**src/rtl/exec_unit_mc.sv**
```systemverilog
// Execute stage: ALU, NZCV flag register, branch-condition evaluation and an iterative multiplier.
// Define EXEC_MUL_RADIX4_EN to have the multiplier retire 2 bits per cycle instead of 1.
module exec_unit_mc #(
    parameter int DATA_W = 32,
    parameter int IMM_W  = 16,
    parameter int REG_AW = 4
) (
    input  logic              clk,
    input  logic              rst,
    input  logic              in_valid,
    output logic              in_ready,
    input  logic [3:0]        op,
    input  logic              set_flags,
    input  logic              use_imm,
    input  logic [REG_AW-1:0] dest_reg,
    input  logic [DATA_W-1:0] op_a,
    input  logic [DATA_W-1:0] op_b,
    input  logic [IMM_W-1:0]  imm,
    input  logic              flush,
    output logic              wb_valid,
    output logic [REG_AW-1:0] wb_reg,
    output logic [DATA_W-1:0] wb_data,
    output logic              br_valid,
    output logic              br_taken,
    output logic [IMM_W-1:0]  br_offset,
    output logic [3:0]        flags
);

`ifdef EXEC_MUL_RADIX4_EN
    localparam int STEP_BITS = 2;
`else
    localparam int STEP_BITS = 1;
`endif
    localparam int NUM_STEPS = DATA_W / STEP_BITS;
    localparam int CNT_W     = $clog2(NUM_STEPS) + 1;
    localparam int MSB       = DATA_W - 1;

    localparam logic [0:0] ST_IDLE = 1'b0;
    localparam logic [0:0] ST_MUL  = 1'b1;

    localparam logic [3:0] OP_ADD = 4'd0;
    localparam logic [3:0] OP_SUB = 4'd1;
    localparam logic [3:0] OP_MOV = 4'd2;
    localparam logic [3:0] OP_CLR = 4'd3;
    localparam logic [3:0] OP_MUL = 4'd4;
    localparam logic [3:0] OP_BEQ = 4'd5;
    localparam logic [3:0] OP_BNE = 4'd6;
    localparam logic [3:0] OP_BMI = 4'd7;
    localparam logic [3:0] OP_BPL = 4'd8;

    logic [0:0]        stateReg;
    logic [DATA_W-1:0] immExt, opB;
    logic [DATA_W:0]   addRes, subRes;
    logic [3:0]        addFlags, subFlags;
    logic              accept, brCond, lastStep;

    logic [DATA_W-1:0] mcandReg, mplierReg, accReg, accSum;
    logic [CNT_W-1:0]  stepCntReg;
    logic [REG_AW-1:0] mulDestReg;
    logic              mulSetFlagsReg;
    logic [DATA_W-1:0] pp [STEP_BITS];

    logic              wbValidReg, brValidReg, brTakenReg;
    logic [REG_AW-1:0] wbRegReg;
    logic [DATA_W-1:0] wbDataReg;
    logic [IMM_W-1:0]  brOffsetReg;
    logic [3:0]        flagsReg;

    assign immExt   = DATA_W'($signed(imm));
    assign opB      = use_imm ? immExt : op_b;
    assign in_ready = (stateReg == ST_IDLE);
    assign accept   = in_valid & in_ready & ~flush;
    assign lastStep = (stepCntReg == CNT_W'(NUM_STEPS - 1));

    assign addRes   = {1'b0, op_a} + {1'b0, opB};
    assign subRes   = {1'b0, op_a} - {1'b0, opB};
    assign addFlags = {addRes[MSB], addRes[MSB:0] == '0, addRes[DATA_W],
                       (op_a[MSB] == opB[MSB]) && (addRes[MSB] != op_a[MSB])};
    // Carry on subtract is the inverted borrow out of the extra top bit.
    assign subFlags = {subRes[MSB], subRes[MSB:0] == '0, ~subRes[DATA_W],
                       (op_a[MSB] != opB[MSB]) && (subRes[MSB] != op_a[MSB])};

    always_comb begin
        brCond = 1'b0;
        case (op)
            OP_BEQ:  brCond = flagsReg[2];
            OP_BNE:  brCond = ~flagsReg[2];
            OP_BMI:  brCond = flagsReg[3];
            OP_BPL:  brCond = ~flagsReg[3];
            default: brCond = 1'b0;
        endcase
    end

    // One partial product per multiplier bit retired this step.
    for (genvar gi = 0; gi < STEP_BITS; gi++) begin : g_pp
        assign pp[gi] = mplierReg[gi] ? (mcandReg << gi) : '0;
    end

    always_comb begin
        accSum = accReg;
        for (int i = 0; i < STEP_BITS; i++) begin
            accSum = accSum + pp[i];
        end
    end

    always_ff @(posedge clk) begin
        if (rst) begin
            stateReg       <= ST_IDLE;
            mcandReg       <= '0;
            mplierReg      <= '0;
            accReg         <= '0;
            stepCntReg     <= '0;
            mulDestReg     <= '0;
            mulSetFlagsReg <= 1'b0;
            wbValidReg     <= 1'b0;
            wbRegReg       <= '0;
            wbDataReg      <= '0;
            brValidReg     <= 1'b0;
            brTakenReg     <= 1'b0;
            brOffsetReg    <= '0;
            flagsReg       <= 4'b0000;
        end else begin
            wbValidReg <= 1'b0;
            brValidReg <= 1'b0;
            case (stateReg)
                ST_IDLE: begin
                    if (accept) begin
                        case (op)
                            OP_ADD, OP_SUB, OP_MOV, OP_CLR: begin
                                wbValidReg <= 1'b1;
                                wbRegReg   <= dest_reg;
                                case (op)
                                    OP_ADD:  wbDataReg <= addRes[MSB:0];
                                    OP_SUB:  wbDataReg <= subRes[MSB:0];
                                    OP_MOV:  wbDataReg <= immExt;
                                    default: wbDataReg <= '0;
                                endcase
                                if (set_flags && op == OP_ADD) flagsReg <= addFlags;
                                if (set_flags && op == OP_SUB) flagsReg <= subFlags;
                            end
                            OP_MUL: begin
                                stateReg       <= ST_MUL;
                                mcandReg       <= op_a;
                                mplierReg      <= opB;
                                accReg         <= '0;
                                stepCntReg     <= '0;
                                mulDestReg     <= dest_reg;
                                mulSetFlagsReg <= set_flags;
                            end
                            OP_BEQ, OP_BNE, OP_BMI, OP_BPL: begin
                                brValidReg  <= 1'b1;
                                brTakenReg  <= brCond;
                                brOffsetReg <= imm;
                            end
                            default: ;
                        endcase
                    end
                end
                default: begin
                    // Flush wins over the final step: the product is discarded untouched.
                    if (flush) begin
                        stateReg <= ST_IDLE;
                    end else begin
                        accReg     <= accSum;
                        mcandReg   <= mcandReg << STEP_BITS;
                        mplierReg  <= mplierReg >> STEP_BITS;
                        stepCntReg <= stepCntReg + 1'b1;
                        if (lastStep) begin
                            stateReg   <= ST_IDLE;
                            wbValidReg <= 1'b1;
                            wbRegReg   <= mulDestReg;
                            wbDataReg  <= accSum;
                            if (mulSetFlagsReg) flagsReg[3:2] <= {accSum[MSB], accSum == '0};
                        end
                    end
                end
            endcase
        end
    end

    assign wb_valid  = wbValidReg;
    assign wb_reg    = wbRegReg;
    assign wb_data   = wbDataReg;
    assign br_valid  = brValidReg;
    assign br_taken  = brTakenReg;
    assign br_offset = brOffsetReg;
    assign flags     = flagsReg;

endmodule

```
**config.mk**
```make
export PLATFORM = sky130hd
export DESIGN_NAME = exec_unit_mc
export DESIGN_NICKNAME = d
export VERILOG_FILES = /design/src/rtl/exec_unit_mc.sv
export SDC_FILE = /design/constraint.sdc
export NUM_CORES = 1
export LEC_CHECK = 0
export BUFFER_PORTS_ARGS = -buffer_cell sky130_fd_sc_hd__buf_2
export CAP_MARGIN = 20
export CORE_ASPECT_RATIO = 1.4
export CORE_MARGIN = 2
export CORE_UTILIZATION = 55
export CTS_BUF_LIST = sky130_fd_sc_hd__clkbuf_8
export DETAILED_ROUTE_END_ITERATION = 6
export PLACE_DENSITY = 0.73
export SLEW_MARGIN = 15
export SYNTH_ARGS = -nofsm -noshare
export SYNTH_HDL_FRONTEND = slang
export SYNTH_SLANG_ARGS = --single-unit
```
**constraint.sdc**
```tcl
create_clock -name clk -period 11.8 [get_ports clk]
set_clock_uncertainty 0.2 [all_clocks]
set_input_delay 0.59 -clock clk [delete_from_list [all_inputs] [get_ports clk]]
set_output_delay 0.59 -clock clk [all_outputs]
set_load 0.02 [all_outputs]
```
Yosys cells after proc, flatten, opt, wreduce, memory -nomap -nowiden
Cells that the tools add are included.
{"block": "op_classes", "addsub": 4, "eq_ne": 16, "n_mux": 49, "bitwise_logic": 8, "n_reduce_logical": 22}
{"op": "32-bit two-way mux", "count": 19}
{"op": "32-bit zero test", "count": 3}
{"op": "32-bit one-hot mux with 3 select lines", "count": 1}
{"op": "4-bit two-way mux", "count": 9}
{"op": "32-bit by 32-bit adder with 33-bit output", "count": 1}
{"op": "32-bit by 32-bit subtractor with 33-bit output", "count": 1}
{"op": "32-bit adder", "count": 1}
{"op": "6-bit two-way mux", "count": 4}
{"op": "4-bit by 3-bit equality test with 1-bit output, second input constant", "count": 4}
{"op": "1-bit two-way mux", "count": 11}
{"op": "3-bit AND reduction", "count": 3}
{"op": "4-bit by 2-bit equality test with 1-bit output, second input constant", "count": 2}
{"op": "2-bit two-way mux", "count": 4}
{"op": "4-bit AND reduction", "count": 2}
{"op": "2-bit nonzero test", "count": 4}
{"op": "4-bit OR reduction", "count": 2}
{"op": "6-bit by 1-bit adder with 6-bit output, second input constant", "count": 1}
{"op": "6-bit by 5-bit equality test with 1-bit output, second input constant", "count": 1}
{"op": "1-bit NOT", "count": 6}
{"op": "6-bit AND reduction", "count": 1}
{"op": "4-bit by 1-bit equality test with 1-bit output, second input constant", "count": 1}
{"op": "4-bit equality test, second input constant", "count": 1}
{"op": "1-bit logical AND", "count": 4}
{"op": "4-bit zero test", "count": 1}
{"op": "8 further kinds", "count": 12}
{"block": "word_totals", "regBits": 167, "inputBits": 94, "out_inout_bits": 60, "wordCells": 114}

Longest topological paths before layout
{"block": "logic_depth", "depth_word": 9, "depth_mapped": 18, "ltp_nobuf": 15}

Least setup slack after synthesis
No wires, ideal clock.
{"block": "synth_timing", "path_kind": "in2reg", "from": "in use_imm", "to": "reg flagsReg[2], in the netlist flags[2]", "setup_time_ps": 57, "arrival_ps": 4593, "t_required_ps": 11543, "path_slack_ps": 6950, "cell_stages": 16, "path_buffers": 2, "cell_sequence": "clkbuf_1 > clkbuf_1 > mux2i_1 > inv_1 > ha_1 > nand2b_2 > a211oi_2 > a211oi_2 > a2111oi_2 > nor3_1 > or4b_1 > and3_1 > or4b_1 > or4_1 > nand3_1 > a21o_1"}
{"block": "synth_via", "elab_chain_len": 8, "elab_cells_between_ends": 10, "classes_between": "add/sub: 2; mux: 6; reduce/logical: 2"}
{"item": "start, declared", "line": "14", "source": "input logic use_imm,"}
{"item": "32-bit two-way mux *", "line": "70", "source": "assign opB = use_imm ? immExt : op_b;"}
{"item": "32-bit by 32-bit adder with 33-bit output", "line": "75", "source": "assign addRes = {1'b0, op_a} + {1'b0, opB};"}
{"item": "32-bit zero test", "line": "77", "source": "assign addFlags = {addRes[MSB], addRes[MSB:0] == '0, addRes[DATA_W],"}
{"item": "4-bit two-way mux", "line": "138", "source": "if (set_flags && op == OP_ADD) flagsReg <= addFlags;"}
{"item": "4-bit two-way mux *", "line": "139", "source": "if (set_flags && op == OP_SUB) flagsReg <= subFlags;"}
{"item": "4-bit two-way mux *", "line": "128", "source": "case (op)"}
{"item": "4-bit two-way mux *", "line": "127", "source": "if (accept) begin"}
{"item": "2-bit two-way mux *", "line": "125", "source": "case (stateReg)"}
{"item": "end signal, assigned", "line": "138"}
{"item": "end signal, assigned", "line": "139"}
{"item": "end signal, assigned", "line": "173", "source": "if (mulSetFlagsReg) flagsReg[3:2] <= {accSum[MSB], accSum == '0};"}
{"item": "end, declared", "line": "67", "source": "logic [3:0] flagsReg;"}
Mark *: on every way between the ends. The rest lies on a longest branch, timed or not. The select of a mux whose other input is x is not followed.
A chain may end at the register's enable or synchronous reset.

Worst setup path in the final report
Same ends and word-level chain as after synthesis.

==> results.md <==
* Root Driver: clkbuf_8
* Compound-Gate Fraction of Synth Area at 26.21%
* Status: finished clean
* Post-layout min period at 5246 ps
* CTS tree: yes
* Max-slew violation count at 0
* Drt wl/cell at 20.12 µm
* Worst Hold Depth at 3
* Core Box Area at 24590 µm²
* Pwr Density at 95.82 nW/µm²
* R2R setup slack at 6970 ps
* FF-to-FF End: flags[2]$_SDFFE_PP0P_
* Slowest CP cell: clkinv_1
* Logic pwr share at 32.0%
* Crit path launch type: input pin
* Multiplexer share of the synthesized area at 5.403%
* RSZ-0062 raised after global routing: no
* R2R depth at 13
* Switching power at 546.1 µW
* Number of H-tree levels at 4
* Worst hold path type: input pin to flop
* Clk pwr share at 27.9%
* ANT nets after route at 0
* Crit-path cells: buf_2, clkinv_1, a21oi_1, ha_1, nor2b_1, nor2_1, o31ai_1, a2111oi_2, nor3_1, or4b_1, and3_1, or4b_1, or4_1, nand3_1, a21o_1
* Register area share after synthesis at 24.31%
* Register bit total from synthesis at 167
* CTS Buf Count at 17
* Area leader, netlist: dfxtp_1
* Kind of critical path: input pin to flop
* CP endpoint kind: flop
* MaxCap Viol Count at 0
* Finish-stage setup viols at 0
* VDD IR max at 71.11 µV
* Clock Latency Late Sink at 480 ps
* Longest Clk Path Bufs at 2
* Cell mode on critical path: or4b_1
* Switch share at 37.98%
* Netlist cell types at 86
* Setup_tns at 0 ps
* Count of flip-flops with a built-in enable after synthesis at 0
* Mapped Area at 13750 µm²
* Area Growth Syn to Fin at 9.096%
* Final Non-Filler Cells at 2281
* Post-CTS Setup Repair Bufs at 0
* Synth async-reset ratio at 0%
* Post-CTS sizing at 0
* Slew @ Worst Pin at 1031 ps
* # hold bufs at CTS at 0
* Clock slew at reported path FFs at 100 ps
* Post-synth top flop: dfxtp_1
* Number of remaining DRC errors at 0
* Number of clock sinks at 167
* Mapped Cells at 1881
* Design Power at 1.438 mW
* XOR/XNOR Fraction of Synth Area at 5.476%
* Slowest stage delay, CP at 610 ps
* Seq pwr share at 40.1%
* Initial antenna violation count at 1
* Internal power at 891.7 µW
* Crit-path max FO at 19
* Via count at 14320
* Initial cell density of the core at 55.94%
* GPL Wtd Cong at 1.008
* Critical Path RT at 12040 ps
* Drt first pass iters at 5
* DR vias/cell at 6.276
* Max-slew headroom at 30.72%
* Hold Crit Endpoint: mulDestReg[3]$_SDFFE_PP0P_
* First-pass GRT wire length at 71500 µm
* Initial DRC Count at 1032
* GRT Residual Overflow at 0
* Boundary pin count at 154
* Num rows at 68
* FMAX at 190.6 MHz
* Height of the die at 191.1 µm
* Post-Syn Nets at 2081
* Period utilisation layout at 44.45%
* Nets at 2152
* HPWL after detailed placement at 34650 µm
* CP Data Arrival Time at 5480 ps
* Pleak at 6.220 nW
* Main combinational cell family by area after synthesis: compound AO/OA/AOI/OAI gates
* Yosys warns at 0
* Synth top area cells: dfxtp_1 (24%), ha_1 (9.4%), a21oi_1 (6.9%)
* I/O Buffers at 153
* Fraction of the mapped netlist area in simple logic gates at 23.42%
* Area of the die at 26310 µm²
* Syn_area_per_cell at 7.312 µm²
* Top cell type's share of synthesized area at 24.31%
* Largest net degree at the start of global routing at 126
* Dpl cells at 2247
* Reg2reg start: mplierReg[0]$_SDFFE_PP0P_
* Final WL at 45900 µm
* Hold Vio Cnt, Final at 0
* Layout cells sized above 1 at 11.65%
* Synth Area in Adders at 9.806%
* Fillers at 2361
* Min-delay src: dest_reg[3]
* Vias in the first global route at 13390
* Die X at 137.7 µm
* GRT Overall Usage at 34.84%
## power by group through the flow
| stage | Combinational, mW | Clock, mW | Sequential, mW |
|---|---|---|---|
| global route | 0.498 | 0.426 | 0.578 |
| global placement | 0.446 | 0 | 0.590 |
| floorplan | 0.308 | 0 | 0.596 |
| detailed placement | 0.448 | 0 | 0.590 |
| finish | 0.460 | 0.401 | 0.577 |
| CTS | 0.451 | 0.407 | 0.577 |
## cell usage after synthesis (4+ instances only)
library cell and n:
nand2_1 232, nor2_1 210, a21oi_1 191, dfxtp_1 167
o21ai_0 110, ha_1 103, clkbuf_1 96, inv_1 73
mux2i_1 72, xnor2_1 58, a211oi_1 54, nor3_1 51
and2_1 44, a21o_1 30, nand3_1 28, xor2_1 28
a221oi_1 25, nand4_1 19, a311oi_1 17, a31oi_1 17
nand2b_1 17, nor4_1 17, nor2b_1 16, o211ai_1 16
o21bai_1 16, buf_1 15, o31ai_1 14, and3_1 11
nand3b_1 7, buf_2 6, o22ai_1 6, a21boi_0 5
and4_1 5, o21a_1 5, or4_1 5, a22oi_1 4
nor4b_1 4, o221ai_1 4, or3_1 4
## layout by cell type (no fill, tap or decap), types with 51 or more instances in the layout
| cell type | count |
|---|---|
| a21oi_1 | 191 |
| inv_1 | 75 |
| a211oi_1 | 54 |
| ha_1 | 103 |
| nor2_1 | 209 |
| nor3_1 | 51 |
| xnor2_1 | 58 |
| o21ai_0 | 110 |
| mux2i_1 | 72 |
| dfxtp_1 | 166 |
| nand2_1 | 231 |
| buf_2 | 152 |
## metrics by stage
step / util [%] / worst slack (ps) / instance area (µm²) / hold slack (ps)
final: 61.03 / 6554 / 15010 / 147.7
after detailed placement: 59.51 / 6124 / 14630 / 244.4
after floorplan: - / 6950 / 13750 / 232.1
after global placement: 59.45 / 6315 / 14620 / 239.4
after CTS: 60.97 / 6635 / 14990 / 131.5
after global routing: 61.02 / 6353 / 15000 / 155.1
## worst max path at each step
stage                     cells past startpoint     from               endpoint
after floorplan                              16  use_imm  flags[2]$_SDFFE_PP0P_
after global placement                       15  use_imm  flags[2]$_SDFFE_PP0P_
after detailed placement                     15  use_imm  flags[2]$_SDFFE_PP0P_
after CTS                                    15  use_imm  flags[2]$_SDFFE_PP0P_
after global routing                         15  use_imm  flags[2]$_SDFFE_PP0P_
final                                        15  use_imm  flags[2]$_SDFFE_PP0P_
## cells by family (layout without fill, tap and decap cells)
kind of cell,Yosys count,count (layout)
other,0,1
XOR/XNOR,86,86
buffers and inverters,193,277
multiplexers,74,74
AND/OR/NAND/NOR,693,693
flip-flops,167,167
adder cells (fa/ha/maj),106,106
AO/OA/AOI/OAI,562,562
## critical path: cells and delay by family
| family | cells | cell delay (ps) |
|---|---|---|
| buffers and inverters | 2 | 1080 |
| and+or+nand+nor | 8 | 2140 |
| adders and majority gates | 1 | 570 |
| AOI/OAI and AO/OA | 4 | 1090 |
## routing by layer
layer  share of wire, %  global-route usage (%)  wire length, µm
met5                  0                       0                0
met4                3.9                   13.64             1785
met3                6.0                   4.057             2761
met2                 48                   58.67            22120
met1                 42                   45.07            19230
## layout make-up
class / instances / area [µm²] / share of cell area [%]
Antenna cell: 1 / 2.502 / 0.01668
Clock buffer: 19 / 261.5 / 1.743
Clock inverter: 13 / 96.34 / 0.6420
Inverter: 74 / 277.8 / 1.851
Multi-Input combinational cell: 1521 / 9707 / 64.69
Sequential cell: 167 / 3347 / 22.30
Tap cell: 315 / 394.1 / 2.627
Timing Repair Buffer: 171 / 919.6 / 6.129
No activity file was read; power rests on OpenSTA's default activity.
